[src/rtl/alu_issue_ctrl_if.sv]
// Handshake and operand bundle between decode, the issue sequencer, the ALU and writeback.
// Combinational wiring only; no latency.
// Backpressure is carried on in_ready and out_ready.
interface alu_issue_ctrl_if;
    // decode -> sequencer
    logic        in_valid;
    logic        in_ready;
    logic [4:0]  in_sel;
    logic [31:0] in_a;
    logic [31:0] in_b;
    logic [4:0]  in_rd;
    // sequencer <-> ALU
    logic [4:0]  alu_sel;
    logic [31:0] alu_dataA;
    logic [31:0] alu_dataB;
    logic [31:0] alu_dataD;
    logic        alu_ready;
    // sequencer -> writeback
    logic        out_valid;
    logic        out_ready;
    logic [31:0] out_data;
    logic [4:0]  out_rd;
    logic        out_err;

    // Sequencer side
    modport slave (
        input  in_valid, in_sel, in_a, in_b, in_rd, alu_dataD, alu_ready, out_ready,
        output in_ready, alu_sel, alu_dataA, alu_dataB, out_valid, out_data, out_rd, out_err
    );

    // Environment side (decode, ALU, writeback)
    modport master (
        output in_valid, in_sel, in_a, in_b, in_rd, alu_dataD, alu_ready, out_ready,
        input  in_ready, alu_sel, alu_dataA, alu_dataB, out_valid, out_data, out_rd, out_err
    );
endinterface

[src/rtl/alu_issue_ctrl.sv]
// Execute-stage sequencer: registers decoded ops, holds ALU operands, collects and presents results.
// Latency: single-cycle ops out_valid 2 cycles after accept; MUL/DIV wait on alu_ready (timeout MAX_WAIT).
// Backpressure: in_ready low while busy; in RESULT in_ready follows out_ready. Optional DIV_ZERO_BYPASS_EN.
module alu_issue_ctrl #(
    parameter int MAX_WAIT = 64
) (
    input  logic            clk,
    input  logic            rst,
    input  logic            flush,
    alu_issue_ctrl_if.slave bus,
    output logic            busy
);
    localparam int            CW           = $clog2(MAX_WAIT + 1);
    localparam logic [CW-1:0] WAIT_LAST    = CW'(MAX_WAIT - 1);
    localparam logic [31:0]   TIMEOUT_DATA = 32'hDEADBEEF;

    typedef enum logic [2:0] {
        IDLE   = 3'd0,
        EXEC   = 3'd1,
        SETTLE = 3'd2,
        WAIT   = 3'd3,
        RESULT = 3'd4
    } state_t;

    state_t        state;
    state_t        state_nxt;

    logic [4:0]    sel_q;
    logic [31:0]   a_q;
    logic [31:0]   b_q;
    logic [4:0]    rd_q;
    logic          illegal_q;
    logic [31:0]   out_data_q;
    logic [4:0]    out_rd_q;
    logic          out_err_q;
    logic [CW-1:0] wait_cnt;

    logic          in_ready_c;
    logic          accept;
    logic          cap_alu;
    logic          cap_timeout;
    logic          cnt_clr;
    logic          cnt_inc;
    logic          in_legal;
    logic          in_bypass;
    logic          in_multi;
    logic [31:0]   exec_data;

    // Decode of the legal ALU op codes; anything else completes on the EXEC path flagged as an error.
    always_comb begin
        in_legal = (bus.in_sel <= 5'h0D)
                || ((bus.in_sel >= 5'h12) && (bus.in_sel <= 5'h15))
                || (bus.in_sel == 5'h18) || (bus.in_sel == 5'h19)
                || (bus.in_sel == 5'h1E) || (bus.in_sel == 5'h1F);
    end

`ifdef DIV_ZERO_BYPASS_EN
    logic op_bypass;

    // Divide-by-zero has a fixed architectural result, so the divider is not waited on.
    assign in_bypass = (bus.in_sel >= 5'h12) && (bus.in_sel <= 5'h15) && (bus.in_b == 32'd0);
    // sel[2] separates REM/REMU (dividend passes through) from DIV/DIVU (all ones).
    assign exec_data = op_bypass ? (sel_q[2] ? a_q : 32'hFFFF_FFFF) : bus.alu_dataD;

    // Remembers that the op in flight completes without the divider.
    always_ff @(posedge clk or negedge rst) begin
        if (!rst) begin
            op_bypass <= 1'b0;
        end else if (accept) begin
            op_bypass <= in_bypass;
        end
    end
`else
    assign in_bypass = 1'b0;
    assign exec_data = bus.alu_dataD;
`endif

    // Only legal ops with sel[4] set go through the SETTLE/WAIT handshake with the ALU.
    assign in_multi = bus.in_sel[4] && in_legal && !in_bypass;

    // State register.
    always_ff @(posedge clk or negedge rst) begin
        if (!rst) begin
            state <= IDLE;
        end else begin
            state <= state_nxt;
        end
    end

    // Next state, input handshake and capture strobes; flush overrides everything.
    always_comb begin
        state_nxt   = state;
        in_ready_c  = 1'b0;
        accept      = 1'b0;
        cap_alu     = 1'b0;
        cap_timeout = 1'b0;
        cnt_clr     = 1'b0;
        cnt_inc     = 1'b0;

        case (state)
            IDLE: begin
                in_ready_c = 1'b1;
            end
            EXEC: begin
                cap_alu   = 1'b1;
                state_nxt = RESULT;
            end
            SETTLE: begin
                // alu_ready may still be high from the previous op here, so it is ignored.
                cnt_clr   = 1'b1;
                state_nxt = WAIT;
            end
            WAIT: begin
                if (bus.alu_ready) begin
                    cap_alu   = 1'b1;
                    state_nxt = RESULT;
                end else if (wait_cnt == WAIT_LAST) begin
                    cap_timeout = 1'b1;
                    state_nxt   = RESULT;
                end else begin
                    cnt_inc = 1'b1;
                end
            end
            RESULT: begin
                in_ready_c = bus.out_ready;
                if (bus.out_ready) begin
                    state_nxt = IDLE;
                end
            end
            default: begin
                state_nxt = IDLE;
            end
        endcase

        if (flush) begin
            in_ready_c  = 1'b0;
            cap_alu     = 1'b0;
            cap_timeout = 1'b0;
            cnt_inc     = 1'b0;
            cnt_clr     = 1'b1;
        end

        accept = bus.in_valid && in_ready_c;
        if (accept) begin
            state_nxt = in_multi ? SETTLE : EXEC;
        end
        if (flush) begin
            state_nxt = IDLE;
        end
    end

    // Operand/result registers and WAIT cycle counter.
    always_ff @(posedge clk or negedge rst) begin
        if (!rst) begin
            sel_q      <= 5'd0;
            a_q        <= 32'd0;
            b_q        <= 32'd0;
            rd_q       <= 5'd0;
            illegal_q  <= 1'b0;
            out_data_q <= 32'd0;
            out_rd_q   <= 5'd0;
            out_err_q  <= 1'b0;
            wait_cnt   <= '0;
        end else begin
            if (accept) begin
                sel_q     <= bus.in_sel;
                a_q       <= bus.in_a;
                b_q       <= bus.in_b;
                rd_q      <= bus.in_rd;
                illegal_q <= !in_legal;
            end
            if (cap_alu) begin
                out_data_q <= exec_data;
                out_rd_q   <= rd_q;
                out_err_q  <= illegal_q;
            end else if (cap_timeout) begin
                out_data_q <= TIMEOUT_DATA;
                out_rd_q   <= rd_q;
                out_err_q  <= 1'b1;
            end
            if (cnt_clr) begin
                wait_cnt <= '0;
            end else if (cnt_inc) begin
                wait_cnt <= wait_cnt + CW'(1);
            end
        end
    end

    assign bus.in_ready  = in_ready_c;
    assign bus.alu_sel   = sel_q;
    assign bus.alu_dataA = a_q;
    assign bus.alu_dataB = b_q;
    assign bus.out_valid = (state == RESULT);
    assign bus.out_data  = out_data_q;
    assign bus.out_rd    = out_rd_q;
    assign bus.out_err   = out_err_q;
    assign busy          = (state != IDLE);
endmodule
[src/flat_wrapper.sv]
// flat-port wrapper written by rule: the top's interface ports become plain ports
module alu_issue_ctrl_flat 
#(
    parameter int MAX_WAIT = 64
)
  (clk, rst, flush, busy, bus_in_valid, bus_in_sel, bus_in_a, bus_in_b, bus_in_rd, bus_alu_dataD, bus_alu_ready, bus_out_ready, bus_in_ready, bus_alu_sel, bus_alu_dataA, bus_alu_dataB, bus_out_valid, bus_out_data, bus_out_rd, bus_out_err);
  alu_issue_ctrl_if bus_i ();
  input  logic clk;
  input  logic rst;
  input  logic flush;
  output logic busy;
  input wire logic [$bits(bus_i.in_valid)-1:0] bus_in_valid;
  input wire logic [$bits(bus_i.in_sel)-1:0] bus_in_sel;
  input wire logic [$bits(bus_i.in_a)-1:0] bus_in_a;
  input wire logic [$bits(bus_i.in_b)-1:0] bus_in_b;
  input wire logic [$bits(bus_i.in_rd)-1:0] bus_in_rd;
  input wire logic [$bits(bus_i.alu_dataD)-1:0] bus_alu_dataD;
  input wire logic [$bits(bus_i.alu_ready)-1:0] bus_alu_ready;
  input wire logic [$bits(bus_i.out_ready)-1:0] bus_out_ready;
  output wire logic [$bits(bus_i.in_ready)-1:0] bus_in_ready;
  output wire logic [$bits(bus_i.alu_sel)-1:0] bus_alu_sel;
  output wire logic [$bits(bus_i.alu_dataA)-1:0] bus_alu_dataA;
  output wire logic [$bits(bus_i.alu_dataB)-1:0] bus_alu_dataB;
  output wire logic [$bits(bus_i.out_valid)-1:0] bus_out_valid;
  output wire logic [$bits(bus_i.out_data)-1:0] bus_out_data;
  output wire logic [$bits(bus_i.out_rd)-1:0] bus_out_rd;
  output wire logic [$bits(bus_i.out_err)-1:0] bus_out_err;
  assign bus_i.in_valid = bus_in_valid;
  assign bus_i.in_sel = bus_in_sel;
  assign bus_i.in_a = bus_in_a;
  assign bus_i.in_b = bus_in_b;
  assign bus_i.in_rd = bus_in_rd;
  assign bus_i.alu_dataD = bus_alu_dataD;
  assign bus_i.alu_ready = bus_alu_ready;
  assign bus_i.out_ready = bus_out_ready;
  assign bus_in_ready = bus_i.in_ready;
  assign bus_alu_sel = bus_i.alu_sel;
  assign bus_alu_dataA = bus_i.alu_dataA;
  assign bus_alu_dataB = bus_i.alu_dataB;
  assign bus_out_valid = bus_i.out_valid;
  assign bus_out_data = bus_i.out_data;
  assign bus_out_rd = bus_i.out_rd;
  assign bus_out_err = bus_i.out_err;
  alu_issue_ctrl #(.MAX_WAIT(MAX_WAIT)) u_core (.clk(clk), .rst(rst), .flush(flush), .bus(bus_i), .busy(busy));
endmodule
[config.mk]
export PLATFORM = sky130hd
export DESIGN_NAME = alu_issue_ctrl_flat
export DESIGN_NICKNAME = d
export VERILOG_FILES = /design/src/rtl/alu_issue_ctrl_if.sv /design/src/rtl/alu_issue_ctrl.sv /design/src/flat_wrapper.sv
export SDC_FILE = /design/constraint.sdc
export NUM_CORES = 1
export LEC_CHECK = 0
export ABC_AREA = 1
export BUFFER_PORTS_ARGS = -buffer_cell sky130_fd_sc_hd__buf_2
export CORE_MARGIN = 2
export CORE_UTILIZATION = 42
export CTS_CLUSTER_SIZE = 16
export DETAILED_ROUTE_END_ITERATION = 10
export GPL_TIMING_DRIVEN = 1
export MAX_ROUTING_LAYER = met4
export PLACE_DENSITY = 0.79
export SYNTH_ARGS = -nofsm -noshare
export SYNTH_HDL_FRONTEND = slang
export SYNTH_SLANG_ARGS = --single-unit
[constraint.sdc]
create_clock -name clk -period 1.6 [get_ports clk]
set_input_delay 0.16 -clock clk [delete_from_list [all_inputs] [get_ports clk]]
set_output_delay 0.16 -clock clk [all_outputs]
set_load 0.02 [all_outputs]
==> results of run 1 <==
-- Yosys cell counts (all sizes together) --
| cell type | number | area (sq um) |
|---|---|---|
| nor2 | 33 | 126 |
| o21ai | 6 | 30.0 |
| clkbuf | 11 | 41.3 |
| a21oi | 27 | 135 |
| ha | 1 | 12.5 |
| nand3b | 1 | 7.51 |
| nor3 | 3 | 26.3 |
| nand2 | 279 | 1050 |
| inv | 42 | 158 |
| xor2 | 1 | 8.76 |
| or2 | 2 | 12.5 |
| nand4 | 4 | 25.0 |
| dfrtp | 123 | 3080 |
| nand3 | 25 | 125 |
| buf | 12 | 66.3 |
-- worst min-delay path by stage --
stage	from	end	slack [ns]	depth (start not counted)
4_1_cts	bus_alu_dataD[1]	u_core.bus.out_data[1]$_DFFE_PN0P_	0.002	3
5_1_grt	bus_in_sel[1]	u_core.bus.alu_sel[1]$_DFFE_PN0P_	0.01	3
2_1_floorplan	rst	u_core.bus.alu_dataA[0]$_DFFE_PN0P_	-0.14	0
6_report	bus_in_sel[1]	u_core.bus.alu_sel[1]$_DFFE_PN0P_	0.02	3
3_5_place_dp	rst	u_core.bus.out_data[30]$_DFFE_PN0P_	0.12	1
3_3_place_gp	rst	u_core.bus.out_data[0]$_DFFE_PN0P_	0.12	1
-- flip-flops by register name (all words and copies together) (netlist names) --
name	flops
u_core.bus.alu_dataB	32
u_core.illegal_q	1
u_core.rd_q	5
u_core.bus.alu_sel	5
u_core.state	3
u_core.bus.alu_dataA	32
u_core.bus.out_rd	5
u_core.bus.out_err	1
u_core.bus.out_data	32
u_core.wait_cnt	7
-- worst max-delay path: stages, from the launching register on --
cell,delay (ns)
sky130_fd_sc_hd__dfrtp_1,0.38
sky130_fd_sc_hd__buf_4,0.15
sky130_fd_sc_hd__nor3_2,0.22
sky130_fd_sc_hd__buf_2,0.21
-- power groups by stage --
stage	Sequential (uW)	Combinational [uW]	Clock, uW
global route	4600	3960	3990
floorplan	5580	908	0
global placement	4500	3320	0
detailed placement	4500	3410	0
finish	4500	3630	3740
CTS	4480	3570	3800
-- logic make-up after synthesis --
group | after synthesis | share of synthesized area
and+or+nand+nor | 347 | 0.280
adders and majority gates | 1 | 0.00255
DFF | 123 | 0.628
buffers and inverters | 65 | 0.0541
xor gates and xnor gates | 1 | 0.00179
AOI/OAI and AO/OA | 33 | 0.0337
-- cell type report --
| type | instances | share of cell area |
|---|---|---|
| clock buffers | 22 | 0.0638 |
| clock inverters | 7 | 0.0116 |
| inverters | 42 | 0.0203 |
| multi-input cells | 382 | 0.203 |
| flip-flops and latches | 123 | 0.397 |
| well taps | 143 | 0.0231 |
| repair buffers | 323 | 0.281 |
-- metal layers --
metal  GRT usage  routed length [microns]  part of all wire
met1       0.282                     5890              0.40
met2       0.433                     7550              0.51
met3      0.0599                      917             0.062
met4       0.109                      391             0.027
met5           -                        0                 0
-- stage by stage --
| stage | setup slack, ns | utilization | power (uW) | instance area, sq um |
|---|---|---|---|---|
| final | 0.0867 | 0.679 | 11900 | 7750 |
| after floorplan | 0.111 | - | 6490 | 4900 |
| after global routing | 0.000413 | 0.679 | 12600 | 7750 |
| after CTS | 0.00836 | 0.676 | 11900 | 7720 |
| after detailed placement | 0.0493 | 0.550 | 7910 | 6280 |
| after global placement | 0.0822 | 0.550 | 7820 | 6280 |
-- repair_timing --
action | in CTS | in global routing
endpoints found under the hold margin | 110 | 0
setup endpoints to repair | 0 | 61
hold buffers | 85 | 0
buffers inserted | 0 | 2
gates resized for setup | 0 | 6
==> results.cfg, run 1 <==
[layout]
most_frequent_standard_cell_in_the_layout_excluding_fill_and_tap_cells = sky130_fd_sc_hd__nand2_1
register_area_sq_um = 3080
multi_input_comb_area_sq_um = 1580
fillerInstances = 853
nets = 1002
layout_common_cells = sky130_fd_sc_hd__nand2_1, sky130_fd_sc_hd__buf_2, sky130_fd_sc_hd__dfrtp_1
diodes = 0
flow.area_growth_from_synthesis_pct = 58.1
final_layout_size_suffix_gt1_frac = 0.311
post_layout_nonfiller_instances = 1042

[route]
drt_pre_antenna_iters = 4
routed_wire_length_per_instance_microns = 14.2
detailedRoute.firstIterationViolations = 442
drc = 0
routed_wirelength_microns = 14700
vias_per_std_cell = 4.72
antenna_violating_nets_post_route = 0
route.vias.total = 4919

[worst_setup_path]
reg2reg_slack_ns = 0.09
critPathCapture = bus_out_valid
critPathLaunch = u_core.state[0]$_DFFE_PN0P_
crit_path_max_fanout = 4
element_type_at_the_critical_path_end = primary output
r2r_start = u_core.wait_cnt[0]$_DFFE_PN0P_
critPathLaunchType = flip-flop
worstRegToRegCells = 8
required_ns = 1.44
setup.worst_path.class = flip-flop to primary output
r2r_end = u_core.bus.out_data[31]$_DFFE_PN0P_
cp.arrival_ns = 1.35

[synthesis]
ys_seq_elements = 123
synthesis.nets = 683
synth.avg_cell_area_sq_um = 8.60
synthesis.yosys.warnings = 0
post_synthesis_sequential_area_ratio = 0.628
syn_inst = 570
post_synth_instance_area_sq_um = 4900
synth_cell_types = 21

[placed_design]
hpwlAfterDp_microns = 8890
numPlacedInstances = 926
gpl.final_weighted_congestion = 0.793
place.port_buffers = 221

[global_route]
grtUsageTotal = 0.252
first_global_vias = 5148
initial_antenna_violation_count = 0
grt_remaining_overflow = 0
largest_net_degree_at_the_start_of_global_routing = 47
grt_pass1_wl_microns = 24200

[timing]
report.final.setup_viol = 0
final_min_period_over_clock_period = 0.946
final_max_slew_viol_count = 0
grt_setup_unrepaired = no
achievable-frequency_mhz = 661
timing.slew.headroom = 0.735
finalHoldViolCount = 0
fin_setup_tns_ns = 0
final.min_clock_period_ns = 1.51
fin_worst_skew_ns = 0.00521
timing_worst_slew_pin_value_ns = 0.398
hold-worst-slack_ns = 0.0150

[power_and_ir_drop]
irDropWorstVdd_mv = 1.17
cellLeakagePower_uw = 0.00440
pwr_density_cell_nw_per_um2 = 1530
cell_internal_pwr_uw = 7770
power.share.sequential = 0.379
power.share.combinational = 0.306
clock_share_of_power = 0.315
netSwitchingFraction = 0.346
net_switching_power_figure_uw = 4100

[clock_tree]
insertion_delay_ns = 0.41
clock_tree.root_cell = sky130_fd_sc_hd__clkbuf_16
cts_buffer_depth = 2
cts.sink_count = 123
cts-buffers-inserted = 17
clkSlewWorstSetupHoldPaths_ns = 0.05
tritoncts_clock_tree = done
cts_htree_levels = 4

[die]
chipWidth_microns = 112
design.die.area_sq_um = 12600
fp.coreArea_sq_um = 11400
core.rowCount = 39
io_pins = 222
dieHeight_microns = 112
initial_core_util = 0.429

[hold_path]
hp-class = primary input to flip-flop

[run]
maxCapViolations = 0

[outcome]
run_status = complete, no violations
No activity file was read; power rests on OpenSTA's default activity.
==> run 2, diff against run 1 <==
Settings changed: REMOVE_ABC_BUFFERS set to 1.
==> run 2 against run 1 <==
- register-to-register slack lost 0.02 ns
- largest power group unchanged
- non-clock buffer count up 8
- worst hold slack hardly changed
==> results.cfg, run 2 (synthesized netlist as in run 1, its figures left out) <==
[outcome]
run_status = complete, no violations

[timing]
fin_worst_skew_ns = 0.0104
final.min_clock_period_ns = 1.56
final_min_period_over_clock_period = 0.974
finalHoldViolCount = 0
final_max_slew_viol_count = 0
report.final.setup_viol = 0
achievable-frequency_mhz = 642
timing.slew.headroom = 0.765
grt_setup_unrepaired = yes
hold-worst-slack_ns = 0.0149
fin_setup_tns_ns = 0
timing_worst_slew_pin_value_ns = 0.352

[global_route]
grtUsageMet1 = 0.298
first_global_vias = 4986
grtUsageTotal = 0.242
grt_use_met2 = 0.387
grt_pass1_wl_microns = 23700
initial_antenna_violation_count = 0
grt_remaining_overflow = 0
largest_net_degree_at_the_start_of_global_routing = 61
grt_busiest_layer = met2
grt_use_met3 = 0.0578

[route]
routed_wire_length_per_instance_microns = 13.9
antenna_violating_nets_post_route = 0
route.vias.total = 5053
routed_wirelength_microns = 14600
vias_per_std_cell = 4.80
drt_pre_antenna_iters = 4
detailedRoute.firstIterationViolations = 342
drc = 0

[power_and_ir_drop]
cell_internal_pwr_uw = 8060
total_power_uw = 12300
clock_share_of_power = 0.334
netSwitchingFraction = 0.344
pwr_density_cell_nw_per_um2 = 1540
power.share.combinational = 0.299
irDropWorstVdd_mv = 1.30
power.share.sequential = 0.367
net_switching_power_figure_uw = 4220
cellLeakagePower_uw = 0.00449

[worst_setup_path]
element_type_at_the_critical_path_end = primary output
worstRegToRegCells = 8
r2r_start = u_core.state[1]$_DFFE_PN0P_
cp.arrival_ns = 1.40
setup.worst_path.class = flip-flop to primary output
critPathLaunch = u_core.state[1]$_DFFE_PN0P_
critPathLaunchType = flip-flop
crit_path_max_fanout = 3
required_ns = 1.44

[placed_design]
place.port_buffers = 221
hpwlAfterDp_microns = 8450
gpl.final_weighted_congestion = 0.864
numPlacedInstances = 930

[hold_path]
timing.hold.worst.start = bus_alu_dataD[18]
holdPathStages = 3
hp-class = primary input to flip-flop

[die]
initial_core_util = 0.429
chipWidth_microns = 112
io_pins = 222
dieHeight_microns = 112
fp.coreArea_sq_um = 11400
design.die.area_sq_um = 12600
core.rowCount = 39

[layout]
final_core_utilization = 0.697
flow.area_growth_from_synthesis_pct = 62.4
final_layout_size_suffix_gt1_frac = 0.321
post_layout_nonfiller_instances = 1053
layout_common_cells = sky130_fd_sc_hd__nand2_1, sky130_fd_sc_hd__buf_2, sky130_fd_sc_hd__dfrtp_1
most_frequent_standard_cell_in_the_layout_excluding_fill_and_tap_cells = sky130_fd_sc_hd__nand2_1
nets = 1010
diodes = 0

[clock_tree]
insertion_delay_ns = 0.41
cts-buffers-inserted = 17
cts_buffer_depth = 2
cts_htree_levels = 4
clkSlewWorstSetupHoldPaths_ns = 0.06
cts.sink_count = 123
tritoncts_clock_tree = done
clock_tree.root_cell = sky130_fd_sc_hd__clkbuf_16

[run]
maxCapViolations = 0
-- run 2: cell types whose count changed in the layout (fill, tap and decap cells not counted), sizes merged --
cell / before / now
buf: 238 / 243
bufinv: 2 / 4
clkbuf: 22 / 21
clkinvlp: 2 / 4
dlygate4sd3: 85 / 86
inv: 42 / 44
-- run 2: power groups by stage --
stage	Sequential [uW]	Clock, uW	Combinational [uW]
CTS	4480	4170	3580
global placement	4490	0	3340
finish	4500	4110	3680
global route	4620	4340	4000
floorplan	5580	0	877
detailed placement	4500	0	3420
-- run 2: stage by stage --
step / instance area, sq um / worst slack [ns]
6_report: 7960 / 0.0413
3_3_place_gp: 6320 / 0.126
2_1_floorplan: 4790 / -1.54
5_1_grt: 7960 / -0.0252
3_5_place_dp: 6320 / 0.0695
4_1_cts: 7830 / 0.0289
-- run 2: timing repair --
action / in CTS / in global routing
hold buffers: 86 / 0
setup buffers: 0 / 3
resized for setup: 0 / 13
endpoints found under the hold margin: 208 / 0
endpoints found under the setup margin: 0 / 110
-- run 2: worst max-delay path: stages, from the launching register on --
cell and delay, ns:
sky130_fd_sc_hd__dfrtp_1 0.43, sky130_fd_sc_hd__nor2_2 0.13, sky130_fd_sc_hd__nand2_1 0.12, sky130_fd_sc_hd__nor2_1 0.14
sky130_fd_sc_hd__buf_2 0.19
-- run 2: routing by layer --
layer	vias up	wire length (microns)
li1	2407	-
met1	2340	6010
met2	270	7190
met3	36	1070
met4	0	371
met5	-	0
-- run 2: final timing paths --
check | to | slack (ns)
worst max-delay path | bus_in_ready | 0.04
worst min-delay path | u_core.bus.out_data[18]$_DFFE_PN0P_ | 0.01
worst max register to register | u_core.bus.alu_sel[0]$_DFFE_PN0P_ | 0.07
worst min register to register | u_core.bus.alu_dataB[19]$_DFFE_PN0P_ | 0.46
max in group asynchronous | u_core.bus.alu_dataA[10]$_DFFE_PN0P_ | 0.86
min in group asynchronous | u_core.wait_cnt[6]$_DFFE_PN0P_ | 0.17
-- run 2: final cells by class --
| class | instances | area [sq um] |
|---|---|---|
| fill | 828 | 3460 |
| sequential | 123 | 3080 |
| timing repair buffer | 331 | 2310 |
| multi-input combinational | 382 | 1590 |
| clock buffer | 19 | 453 |
| clock inverter | 13 | 190 |
| tap | 143 | 179 |
| inverter | 42 | 160 |
